$ cat src/rtl/vga_timing_gen.sv
// rtl/vga_timing_gen.sv - VGA raster timing: pixel/line counters, syncs, blanking, frame pulse and frame counter.
// Every output comes straight from a flop; the next-state values are computed ahead so outputs never lag the counters.

module vga_timing_gen #(
    parameter int H_VISIBLE = 640,
    parameter int H_FRONT   = 16,
    parameter int H_SYNC    = 96,
    parameter int H_BACK    = 48,
    parameter int V_VISIBLE = 480,
    parameter int V_FRONT   = 10,
    parameter int V_SYNC    = 2,
    parameter int V_BACK    = 33
) (
    input  logic       vga_clk,
    input  logic       reset_n,
    output logic [9:0] DrawX,
    output logic [9:0] DrawY,
    output logic       hs,
    output logic       vs,
    output logic       blank,
    output logic       frame_start,
    output logic [7:0] frame_count
);

    localparam int H_TOTAL = H_VISIBLE + H_FRONT + H_SYNC + H_BACK;
    localparam int V_TOTAL = V_VISIBLE + V_FRONT + V_SYNC + V_BACK;

    localparam logic [9:0] H_LAST       = 10'(H_TOTAL - 1);
    localparam logic [9:0] H_FP_START   = 10'(H_VISIBLE);
    localparam logic [9:0] H_SYNC_START = 10'(H_VISIBLE + H_FRONT);
    localparam logic [9:0] H_BP_START   = 10'(H_VISIBLE + H_FRONT + H_SYNC);

    localparam logic [9:0] V_LAST       = 10'(V_TOTAL - 1);
    localparam logic [9:0] V_FP_START   = 10'(V_VISIBLE);
    localparam logic [9:0] V_SYNC_START = 10'(V_VISIBLE + V_FRONT);
    localparam logic [9:0] V_BP_START   = 10'(V_VISIBLE + V_FRONT + V_SYNC);

    typedef enum logic [1:0] {
        VISIBLE = 2'd0,
        FRONT   = 2'd1,
        SYNC    = 2'd2,
        BACK    = 2'd3
    } region_e;

    region_e    h_state_q, h_state_d;
    region_e    v_state_q, v_state_d;
    logic [9:0] x_q, x_d;
    logic [9:0] y_q, y_d;
    logic       hs_q, hs_d;
    logic       vs_q, vs_d;
    logic       blank_q, blank_d;
    logic       frame_start_q, frame_start_d;
    logic [7:0] frame_count_q, frame_count_d;
    logic       h_wrap;
    logic       v_wrap;

    always_ff @(posedge vga_clk or negedge reset_n) begin
        if (!reset_n) begin
            h_state_q     <= VISIBLE;
            v_state_q     <= VISIBLE;
            x_q           <= '0;
            y_q           <= '0;
            hs_q          <= 1'b1;
            vs_q          <= 1'b1;
            blank_q       <= 1'b1;
            frame_start_q <= 1'b0;
            frame_count_q <= '0;
        end else begin
            h_state_q     <= h_state_d;
            v_state_q     <= v_state_d;
            x_q           <= x_d;
            y_q           <= y_d;
            hs_q          <= hs_d;
            vs_q          <= vs_d;
            blank_q       <= blank_d;
            frame_start_q <= frame_start_d;
            frame_count_q <= frame_count_d;
        end
    end

    always_comb begin
        h_wrap = (x_q == H_LAST);
        v_wrap = (y_q == V_LAST);

        x_d = h_wrap ? '0 : x_q + 10'd1;
        y_d = y_q;
        if (h_wrap) begin
            y_d = v_wrap ? '0 : y_q + 10'd1;
        end

        // Region transitions key off the count about to be presented, so state and count land together.
        h_state_d = h_state_q;
        case (h_state_q)
            VISIBLE: if (x_d == H_FP_START)   h_state_d = FRONT;
            FRONT:   if (x_d == H_SYNC_START) h_state_d = SYNC;
            SYNC:    if (x_d == H_BP_START)   h_state_d = BACK;
            BACK:    if (x_d == '0)           h_state_d = VISIBLE;
            default:                          h_state_d = VISIBLE;
        endcase

        v_state_d = v_state_q;
        if (h_wrap) begin
            case (v_state_q)
                VISIBLE: if (y_d == V_FP_START)   v_state_d = FRONT;
                FRONT:   if (y_d == V_SYNC_START) v_state_d = SYNC;
                SYNC:    if (y_d == V_BP_START)   v_state_d = BACK;
                BACK:    if (y_d == '0)           v_state_d = VISIBLE;
                default:                          v_state_d = VISIBLE;
            endcase
        end

        hs_d          = (h_state_d != SYNC);
        vs_d          = (v_state_d != SYNC);
        blank_d       = (h_state_d == VISIBLE) && (v_state_d == VISIBLE);
        // Only a genuine wrap of the last pixel of the last line starts a frame; reset alone never does.
        frame_start_d = h_wrap && v_wrap;
        frame_count_d = frame_count_q + {7'd0, frame_start_d};
    end

    assign DrawX       = x_q;
    assign DrawY       = y_q;
    assign hs          = hs_q;
    assign vs          = vs_q;
    assign blank       = blank_q;
    assign frame_start = frame_start_q;
    assign frame_count = frame_count_q;

endmodule
$ cat config.mk
export PLATFORM = sky130hd
export DESIGN_NAME = vga_timing_gen
export DESIGN_NICKNAME = d
export VERILOG_FILES = /design/src/rtl/vga_timing_gen.sv
export SDC_FILE = /design/constraint.sdc
export NUM_CORES = 1
export LEC_CHECK = 0
export ABC_CLOCK_PERIOD_IN_PS = 6500
export CORE_ASPECT_RATIO = 1.25
export CORE_MARGIN = 2
export CORE_UTILIZATION = 47
export CTS_CLUSTER_SIZE = 16
export DETAILED_ROUTE_END_ITERATION = 7
export PLACE_DENSITY = 0.82
export RECOVER_POWER = 50
export SYNTH_ARGS = -nofsm -noshare
export SYNTH_HDL_FRONTEND = slang
export SYNTH_SLANG_ARGS = --single-unit
export TNS_END_PERCENT = 50
$ cat constraint.sdc
create_clock -name vga_clk -period 6.5 [get_ports vga_clk]
set_clock_uncertainty 0.05 [all_clocks]
set_input_delay 1.3 -clock vga_clk [delete_from_list [all_inputs] [get_ports vga_clk]]
set_output_delay 1.3 -clock vga_clk [all_outputs]
set_load 0.01 [all_outputs]
After elaboration in Yosys (flattened, before gate mapping)

Cells that the tools add are included.

Bits in registers: 36
Output and inout port bits: 32
Bits of input ports: 2

$add $sub $neg: 3
Eq/ne operators: 16
Reduce and logical (&&, ||, !) cells: 8
Multiplexer cells: 14

Operators with widths:

| operator                                                         | count |
|---|---|
| 10-bit == test, second input constant                            | 5 |
| 10-bit by 9-bit == test with 1-bit output, second input constant | 3 |
| 10-bit two-way mux                                               | 3 |
| 10-bit by 1-bit adder with 10-bit output, second input constant  | 2 |
| 10-bit logical NOT                                               | 2 |
| 2-bit two-way mux                                                | 9 |
| 2-bit one-hot mux with 4 select lines                            | 2 |
| 8-bit by 1-bit adder with 8-bit output                           | 1 |
| 2-bit == test, second input constant                             | 4 |
| 2-bit logical NOT                                                | 4 |
| 2-bit by 1-bit == test with 1-bit output, second input constant  | 2 |
| 2-bit != test, second input constant                             | 2 |
| 1-bit logical AND                                                | 2 |

Logic depth before layout (Yosys ltp)

Gate-level depths: netlist of run 1.

Depth in word-level cells: 9
Depth in mapped cells: 10

Worst setup path before layout of run 1

OpenSTA, ideal clock, no wires.

Path type: register to register
Start point: reg x_q[6] (netlist: DrawX[6])
End point: reg blank_q (netlist: blank)
Arrival time: 2.390 ns
Clock period less this slack: 2.521 ns
Path slack: 3.979 ns
Stages on the path, launching flop included: 9
Data required time: 6.369 ns
Path through: dfrtp_1 > or4b_1 > buf_2 > nor4_2 > xnor2_1 > nor4_4 > a41o_1 > o211ai_2 > a211oi_2

Cells in the longest elaborated chain, start to end: 8
Elaborated cells on any way between the ends: 26
Classes of those cells: add/sub: 1; eq/ne: 7; mux: 13; reduce/logical: 5

RTL lines:

| item                                                                    | RTL line | text |
|---|---|---|
| from (decl)                                                             | 47       | `logic [9:0] x_q, x_d;` |
| from (signal assigned)                                                  | 61       | `x_q <= '0;` |
| from (signal assigned)                                                  | 71       | `x_q <= x_d;` |
| 10-bit == test *                                                        | 82       | `h_wrap = (x_q == H_LAST);` |
| 10-bit two-way mux                                                      | 87       | `if (h_wrap) begin` |
| 10-bit by 9-bit == test with 1-bit output, or another cell as far along | 106      | `SYNC: if (y_d == V_BP_START) v_state_d = BACK;` |
| 2-bit two-way mux, on equally long branches                             | --       |  |
| 2-bit one-hot mux with 4 select lines                                   | 103      | `case (v_state_q)` |
| 2-bit two-way mux *                                                     | 102      | `if (h_wrap) begin` |
| net v_state_d[0]                                                        | 46       | `region_e v_state_q, v_state_d;` |
| 2-bit logical NOT *                                                     | 114      | `blank_d = (h_state_d == VISIBLE) && (v_state_d == VISIBLE);` |
| 1-bit logical AND *                                                     | 114      |  |
| net blank_d                                                             | 51       | `logic blank_q, blank_d;` |
| to (signal assigned)                                                    | 75       | `blank_q <= blank_d;` |
| to (decl)                                                               | 51       |  |

The timed path passes the listed nets; every way through them passes the cells marked *.

Worst setup path in the final report of run 1

Start point: reg x_q[5] (netlist: DrawX[5])
End point: reg h_state_q[0]

Cells in the longest elaborated chain, start to end: 5
Elaborated cells on any way between the ends: 12
Classes of those cells: add/sub: 1; eq/ne: 4; mux: 6; reduce/logical: 1

RTL lines:

| item                                                                              | RTL line | text |
|---|---|---|
| 10-bit by 1-bit adder with 10-bit output / 10-bit == test (equally long branches) | 85, 82   |  |
| 10-bit two-way mux *                                                              | 85       | `x_d = h_wrap ? '0 : x_q + 10'd1;` |
| 10-bit == test, or another cell as far along                                      | 96       | `SYNC: if (x_d == H_BP_START) h_state_d = BACK;` |
| 2-bit two-way mux, on equally long branches                                       | --       |  |
| 2-bit one-hot mux with 4 select lines *                                           | 93       | `case (h_state_q)` |
| net h_state_d[0]                                                                  | 45       | `region_e h_state_q, h_state_d;` |
| to (signal assigned)                                                              | 69       | `h_state_q <= h_state_d;` |
| to (decl)                                                                         | 45       |  |

Marks and branches as above.

==> results of run 1 <==
[cell families after synthesis]
| kind of cell | synth area share (%) |
|---|---|
| AOI/OAI and AO/OA | 14.7 |
| xor gates and xnor gates | 6.39 |
| adders and majority gates | 3.04 |
| buffers and inverters | 4.62 |
| DFF | 44.0 |
| muxes | 0.547 |
| and+or+nand+nor | 26.7 |
[routing by layer]
metal / wire [microns] / vias up / global-route usage, %
li1: - / 860 / -
met3: 202 / 11 / 4.35
met5: 0 / - / 0
met4: 82 / 0 / 6.74
met1: 1950 / 834 / 25.0
met2: 2310 / 46 / 35.3
[sequential cells by signal, summed over array words and instances, names as in the netlist]
signal,flops
h_state_q,2
frame_start,1
DrawY,10
DrawX,10
v_state_q,2
blank,1
frame_count,8
vs,1
hs,1
[worst reg2reg max path, cell delays in order (launching register included)]
cell	delay, ns
dfrtp_1	0.49
or4b_1	0.69
nor3_1	0.88
nor3_1	0.11
a21oi_1	0.34
nor4_1	0.12
a31oi_1	0.23
o211ai_1	0.12
[final cells by class]
cell class | count | area [sq um] | area share [%]
timing repair buffer | 33 | 324 | 13.1
inverter | 15 | 56.3 | 2.27
tap | 56 | 70.1 | 2.83
multi-input combinational | 156 | 1030 | 41.7
clock buffer | 5 | 68.8 | 2.78
clock inverter | 3 | 18.8 | 0.758
sequential | 36 | 905 | 36.5
[how the worst min path moves through the flow]
stage	startpoint	endpoint	slack (ns)	cells after the start
after floorplan	frame_count[7]	frame_count[7]	0.46	1
after detailed placement	frame_count[7]	frame_count[7]	0.42	1
after CTS	frame_count[7]	frame_count[7]	0.44	1
after global placement	frame_count[7]	frame_count[7]	0.41	1
final	frame_count[7]	frame_count[7]	0.43	1
after global routing	frame_count[7]	frame_count[7]	0.47	1
[per-stage QoR]
step | hold slack [ns] | setup WS, ns | cell area [sq um]
6_report | 0.432 | 3.34 | 2480
5_1_grt | 0.466 | 3.07 | 2480
3_3_place_gp | 0.411 | 3.65 | 2410
2_1_floorplan | 0.458 | 3.98 | 2060
4_1_cts | 0.439 | 3.63 | 2500
3_5_place_dp | 0.424 | 3.64 | 2410
[power groups by stage]
stage               combinational, mW  clock [mW]  sequential (mW)
floorplan                 0.000000385           0            0.228
global placement              0.00450           0            0.228
detailed placement            0.00463           0            0.228
CTS                           0.00461       0.159            0.224
global route                  0.00524       0.171            0.224
finish                        0.00411       0.154            0.224
[cells in the mapped netlist, drive strengths merged, types with 2 or more instances]
library cell  number  area, sq um
nand4             11         68.8
dfstp              3         78.8
nor3               9         50.1
and4               3         26.3
nor2               8         30.0
o21ai              5         25.0
clkbuf             9         33.8
dfrtp             33          826
o41ai              2         17.5
o211ai             2         20.0
nand2             26         97.6
xnor2             11         96.3
nor4              10          103
a31oi              4         25.0
ha                 5         62.6
a211oi             2         20.0
or3                5         31.3
xor2               4         35.0
nand3              9         45.0
a21boi             2         15.0
or4                2         15.0
o31ai              2         15.0
nand2b             2         12.5
inv               15         56.3
a21o               3         22.5
a21oi              8         40.0
==> results.tsv, run 1 <==
stage	metric	value	unit
cells_and_area	fill_cells	393	
timing	slew_headroom	-22.3	%
worst_setup_path	crit_chain	or4b_1, nor3_1, nor3_1, a21oi_1, nor4_1, a31oi_1, o211ai_1	
routing	wire_per_inst	15.0	microns
floorplanning	dieArea	4930	sq um
logic_synthesis	ys_seq_elements	36	
worst_setup_path	crit_fanout	12	
floorplanning	core	4130	sq um
power	power_density	154	nW/um^2
cells_and_area	synthToLayoutAreaGrowth	20.4	%
floorplanning	placementRows	26	
worst_setup_path	max_stage_delay	0.88	ns
outcome	violations	capacitance limit, slew limit	
clocking	clk_path_buf_depth	2	
worst_setup_path	crit_cells	7	
logic_synthesis	syn-num-nets	224	
power	leakagePower	1.01	nW
worst_setup_path	cp.arrival	3.26	ns
outcome	status	complete, but fails checks	
worst_setup_path	cp-startpoint	DrawX[5]	
timing	worst_pin_slew	1.83	ns
logic_synthesis	avgSynthCellArea	9.48	sq um
worst_setup_path	worstRegToRegCells	7	
clocking	clock-sinks	36	
power	clkPwrFrac	40.3	%
hold_path	hp-class	flip-flop to flip-flop	
placed_design	hpwl	3350	microns
cells_and_area	finalNetCount	254	
power	p_int	0.299	mW
power	switchingPower	0.0835	mW
worst_setup_path	worst-path-buf-inv	0	
logic_synthesis	netlist_area	2060	sq um
logic_synthesis	synthCells	217	
global_route	grt_pass1_vias	1681	
clocking	clk_latency	0.28	ns
floorplanning	initial_core_util	49.8	%
global_route	grt_overflow	0	
global_route	grt_usage	20.3	%
clocking	cts_inserted_buffers	5	
logic_synthesis	synth_edf_count	0	
placed_design	dp.cells	296	
floorplanning	die_width	63.2	microns
floorplanning	die_y	78.0	microns
routing	wirelength	4550	microns
timing	fin_tns_setup	0	ns
timing	slew_viol_final	37	
worst_setup_path	path_class	flip-flop to flip-flop	
cells_and_area	layout_common_cells	33 x dfrtp_1, 32 x clkdlybuf4s50_1, 26 x nand2_1	
timing	fin_crit	3.16	ns
worst_setup_path	crit_required	6.60	ns
logic_synthesis	seq_area_frac_synth	44.0	%
floorplanning	io_pins	34	
timing	rsz0062_at_grt	false	
timing	hold_violations	0	
routing	drt-initial-drc-count	105	
run	maxCapViolations	1	
clocking	cts_root_buf	clkbuf_8	
worst_setup_path	cp-start-kind	flip-flop	
cells_and_area	final_util	59.9	%
clocking	post_cts_buffers	0	
worst_setup_path	r2r_slack	3.34	ns
logic_synthesis	synth_cell_types	54	
power	p_total	0.382	mW
cells_and_area	final_cells	304	
global_route	antenna_found_initial	0	
global_route	grt_pass1_wl	7910	microns
logic_synthesis	yosysWarnings	0	
worst_setup_path	crit_family	simple AND/OR/NAND/NOR gates	
routing	dr_total_vias	1751	
clocking	path_clk_slew	0.07	ns
worst_setup_path	cpMostUsedCell	nor3_1	
clocking	cts_tree	built	
logic_synthesis	synthArstFlopShare	100	%
worst_setup_path	crit_path_end	h_state_q[0]	
routing	antenna_left	0	
worst_setup_path	r2r-end	h_state_q[0]	
global_route	grt_max_degree	37	
timing	fmax	317	MHz
clocking	cts_max_level	2	
timing	post-route-period-util	48.6	%
routing	vias_per_cell	5.76	
logic_synthesis	synthFlopType	dfrtp_1	
clocking	cts_hold_buf	0	
worst_setup_path	end_kind	flip-flop	
placed_design	port_buffers	33	
routing	drcViolationCount	0	
clocking	post_cts_resized	0	
cells_and_area	drive_above_1_share	7.26	%
power	p_sw_share	21.9	%
worst_setup_path	slowest_stage	nor3_1	
power	max-vdd-ir-drop	0.0984	mV
cells_and_area	final_common_cell	dfrtp_1	
worst_setup_path	r2r-start	DrawX[5]	
placed_design	place.gp.congestion	0.889	
cells_and_area	diodes	0	
power	pwr-share-seq	58.6	%
timing	finalSetupViolCount	0	
routing	first_pass_iters	4	
power	combPwrFrac	1.1	%
No activity file was read; power rests on OpenSTA's default activity.
==> run 2: changes to the inputs <==
ABC_CLOCK_PERIOD_IN_PS = 2880   (was 6500)
PLACE_DENSITY = 0.85   (was 0.82)
clock period = 2.88 ns   (was 6.5 ns; I/O delays follow)
==> results.tsv, run 2 (synthesis gave the netlist of run 1 again) <==
stage	metric	value	unit
timing	slew_headroom	40.9	%
floorplanning	io_pins	34	
worst_setup_path	r2r-end	blank	
floorplanning	dieArea	4930	sq um
power	max-vdd-ir-drop	0.241	mV
timing	hold_ws	0.427	ns
routing	drt-initial-drc-count	113	
global_route	grt_usage	21.2	%
timing	slew_viol_final	0	
clocking	clk_path_buf_depth	2	
worst_setup_path	path_class	flip-flop to flip-flop	
floorplanning	die_y	78.0	microns
placed_design	place.gp.congestion	0.843	
clocking	post_cts_buffers	0	
clocking	clk_latency	0.29	ns
worst_setup_path	cp.arrival	2.86	ns
clocking	path_clk_slew	0.07	ns
placed_design	dpl_cell_area	2510	sq um
placed_design	port_buffers	33	
worst_setup_path	crit_fanout	7	
cells_and_area	layout_common_cells	33 x dfrtp_1, 28 x clkdlybuf4s50_1, 26 x nand2_1	
clocking	post_cts_resized	0	
clocking	cts_inserted_buffers	5	
routing	antenna_left	0	
outcome	status	finished, final reports clean	
routing	first_pass_iters	4	
worst_setup_path	worstRegToRegCells	9	
floorplanning	initial_core_util	49.8	%
routing	wirelength	4750	microns
placed_design	hpwl	3450	microns
cells_and_area	final_common_cell	dfrtp_1	
timing	rsz0062_at_grt	true	
timing	fin_crit	2.69	ns
clocking	cts_tree	built	
power	power_density	366	nW/um^2
worst_setup_path	r2r-start	DrawX[0]	
cells_and_area	fill_cells	362	
timing	worst_pin_slew	0.886	ns
global_route	grt_pass1_vias	1742	
global_route	grt_max_degree	37	
routing	drcViolationCount	0	
hold_path	hold_depth	1	
hold_path	hold_start	frame_count[7]	
cells_and_area	fin_area	2630	sq um
floorplanning	placementRows	26	
clocking	cts_max_level	2	
cells_and_area	drive_above_1_share	13.8	%
placed_design	pre_cts_ws	0.195	ns
routing	dr_total_vias	1852	
global_route	antenna_found_initial	0	
timing	worst_slack	0.187	ns
global_route	grt_overflow	0	
clocking	cts_hold_buf	0	
hold_path	holdPathEnd	frame_count[7]	
floorplanning	core	4130	sq um
timing	hold_violations	0	
run	maxCapViolations	0	
timing	post-route-period-util	93.5	%
worst_setup_path	crit_required	3.05	ns
routing	vias_per_cell	5.86	
clocking	clock-sinks	36	
routing	wire_per_inst	15.0	microns
worst_setup_path	cp-start-kind	flip-flop	
hold_path	hp-class	flip-flop to flip-flop	
power	leakagePower	1.10	nW
cells_and_area	final_cells	316	
timing	finalSetupViolCount	0	
placed_design	dp.cells	308	
worst_setup_path	end_kind	flip-flop	
cells_and_area	diodes	0	
clocking	cts_root_buf	clkbuf_8	
floorplanning	die_width	63.2	microns
cells_and_area	finalNetCount	266	
cells_and_area	synthToLayoutAreaGrowth	27.7	%
timing	fmax	371	MHz
global_route	grt_pass1_wl	8100	microns
worst_setup_path	r2r_slack	0.19	ns
-- run 2: how the worst max path moves through the flow --
stage,from,endpoint,depth (start not counted)
floorplan,DrawX[6],blank,8
global placement,DrawX[5],blank,7
detailed placement,DrawY[0],frame_count[6],10
CTS,DrawY[0],frame_count[6],10
global route,DrawY[0],frame_count[6],10
finish,DrawX[0],blank,9
-- run 2: critical path, cell delays in order (launching register included) --
cell      delay (ns)
dfrtp_1         0.44
ha_1            0.28
nand4_1         0.22
buf_4           0.24
nor4_1          0.36
xnor2_1         0.29
nand3b_1        0.16
o21ai_0         0.23
o211ai_2        0.14
a211oi_2        0.21
-- run 2: stage by stage --
stage | util, % | power, mW | setup TNS [ns]
final | 63.6 | 0.962 | 0
after global routing | 63.6 | 1.00 | -0.0343
after CTS | 63.4 | 0.973 | 0
after detailed placement | 60.7 | 0.528 | 0
after global placement | 60.7 | 0.527 | 0
after floorplan | - | 0.515 | 0
-- run 2: cell type report --
cell class / count / area [sq um] / area share (%)
well taps: 56 / 70.1 / 2.67
clock inverters: 3 / 42.5 / 1.62
multi-input cells: 156 / 1070 / 40.6
flip-flops and latches: 36 / 905 / 34.4
repair buffers: 45 / 418 / 15.9
inverters: 15 / 56.3 / 2.14
clock buffers: 5 / 68.8 / 2.62
-- run 2: report_power, final --
part	leakage, nW	internal [mW]	switching [mW]	total, mW
Combinational	0.568	0.00132	0.00950	0.0108
Sequential	0.478	0.505	0	0.505
Clock	0.0541	0.256	0.190	0.446
-- run 2: metal layers --
layer,vias to the layer above,global-route usage [%],wire [microns]
li1,886,-,-
met4,0,9.35,91
met5,-,0,0
met1,903,25.2,2020
met2,56,36.3,2390
met3,7,4.93,246
==> run 3: changes to the inputs <==
CTS_BUF_LIST = sky130_fd_sc_hd__clkbuf_4   (was unset)
==> results.tsv, run 3 (synthesis gave the netlist of run 1 again) <==
stage	metric	value	unit
routing	drcViolationCount	0	
worst_setup_path	cp.arrival	2.93	ns
cells_and_area	synthToLayoutAreaGrowth	26.3	%
hold_path	hp-class	flip-flop to flip-flop	
hold_path	hold_depth	1	
power	leakagePower	1.07	nW
worst_setup_path	path_class	flip-flop to flip-flop	
clocking	path_clk_slew	0.12	ns
worst_setup_path	end_kind	flip-flop	
timing	fin_crit	2.69	ns
timing	rsz0062_at_grt	true	
worst_setup_path	worstRegToRegCells	9	
clocking	cts_root_buf	clkbuf_4	
clocking	post_cts_resized	0	
floorplanning	core	4130	sq um
worst_setup_path	cp-start-kind	flip-flop	
run	maxCapViolations	0	
worst_setup_path	crit_chain	ha_1, nand4_1, buf_4, nor4_1, xnor2_1, nand3b_1, o21ai_0, o211ai_2, a211oi_2	
outcome	status	finished, final reports clean	
floorplanning	die_width	63.2	microns
placed_design	port_buffers	33	
clocking	cts_hold_buf	0	
power	p_int	0.688	mW
clocking	clk_latency	0.35	ns
global_route	grt_max_degree	37	
routing	first_pass_iters	4	
timing	fmax	371	MHz
clocking	cts_inserted_buffers	5	
clocking	clk_path_buf_depth	2	
global_route	grt_usage	21.1	%
power	pwr-share-seq	57.4	%
clocking	cts_max_level	2	
routing	drt-initial-drc-count	125	
worst_setup_path	slowest_stage	dfrtp_1	
worst_setup_path	worst-path-buf-inv	1	
timing	finalSetupViolCount	0	
placed_design	place.gp.congestion	0.843	
global_route	grt_overflow	0	
routing	wire_per_inst	15.0	microns
power	p_total	0.880	mW
placed_design	dp.cells	308	
worst_setup_path	crit_required	3.12	ns
cells_and_area	finalNetCount	266	
routing	antenna_left	0	
cells_and_area	drive_above_1_share	14.2	%
worst_setup_path	crit_fanout	7	
clocking	post_cts_buffers	0	
power	switchingPower	0.192	mW
routing	dr_total_vias	1834	
timing	slew_viol_final	0	
routing	wirelength	4730	microns
placed_design	hpwl	3450	microns
global_route	grt_pass1_wl	8110	microns
timing	hold_violations	0	
power	p_sw_share	21.9	%
clocking	cts_tree	built	
global_route	antenna_found_initial	0	
worst_setup_path	max_stage_delay	0.45	ns
floorplanning	io_pins	34	
timing	worst_pin_slew	0.888	ns
power	combPwrFrac	1.2	%
timing	post-route-period-util	93.5	%
global_route	grt_pass1_vias	1745	
floorplanning	placementRows	26	
floorplanning	initial_core_util	49.8	%
clocking	clock-sinks	36	
worst_setup_path	crit_cells	9	
worst_setup_path	crit_family	simple AND/OR/NAND/NOR gates	
timing	fin_tns_setup	0	ns
cells_and_area	final_cells	316	
floorplanning	dieArea	4930	sq um
routing	vias_per_cell	5.80	
timing	slew_headroom	40.8	%
power	max-vdd-ir-drop	0.263	mV
cells_and_area	diodes	0	
floorplanning	die_y	78.0	microns
cells_and_area	layout_common_cells	32 x dfrtp_1, 32 x clkdlybuf4s50_1, 26 x nand2_1	
power	clkPwrFrac	41.3	%
power	power_density	339	nW/um^2
-- run 3: cell types whose count changed in the layout (fill, tap and decap cells not counted) --
| cell | previous run | this run |
|---|---|---|
| clkbuf_4 | 0 | 5 |
| clkbuf_8 | 5 | 0 |
| clkdlybuf4s50_1 | 28 | 32 |
| dfrtp_1 | 33 | 32 |
| dfrtp_2 | 0 | 1 |
| dlygate4sd3_1 | 5 | 1 |
-- run 3: power groups by stage --
stage	registers, mW	clock network, mW	logic (mW)
after floorplan	0.515	0	0.000000385
after global placement	0.515	0	0.0123
after detailed placement	0.515	0	0.0126
after CTS	0.506	0.372	0.0124
after global routing	0.506	0.396	0.0135
final	0.506	0.364	0.0109
-- run 3: path summary, 6_finish.rpt --
check	slack (ns)	start	to
setup / recovery	0.19	DrawX[0]	blank
setup reg to reg	0.19	DrawX[0]	blank
max in group asynchronous	1.37	reset_n	DrawY[0]
hold reg to reg	0.44	frame_count[7]	frame_count[7]
hold / removal	0.44	frame_count[7]	frame_count[7]
min in group asynchronous	0.81	reset_n	DrawX[6]
-- run 3: metrics by stage --
stage                     hold slack, ns  util (%)  cell area, sq um  setup WS, ns
final                              0.437      62.9              2600         0.187
after global routing               0.470      62.9              2600       -0.0172
after CTS                          0.448      62.7              2590         0.182
after detailed placement           0.431      60.7              2510         0.195
after global placement             0.411      60.7              2510         0.288
after floorplan                    0.230         -              2060         0.359
-- run 3: routing by layer --
layer | vias up | track usage, % | part of all wire (%)
li1 | 887 | - | -
met1 | 892 | 25.3 | 42
met2 | 46 | 36.2 | 51
met3 | 9 | 4.93 | 4.7
met4 | 0 | 8.70 | 1.6
met5 | - | 0 | 0
-- run 3: area by class of cell --
type	count	area, sq um
fillers	365	1530
multi-input cells	156	1070
flip-flops and latches	36	906
repair buffers	45	418
well taps	56	70.1
inverters	15	56.3
clock inverters	3	42.5
clock buffers	5	37.5
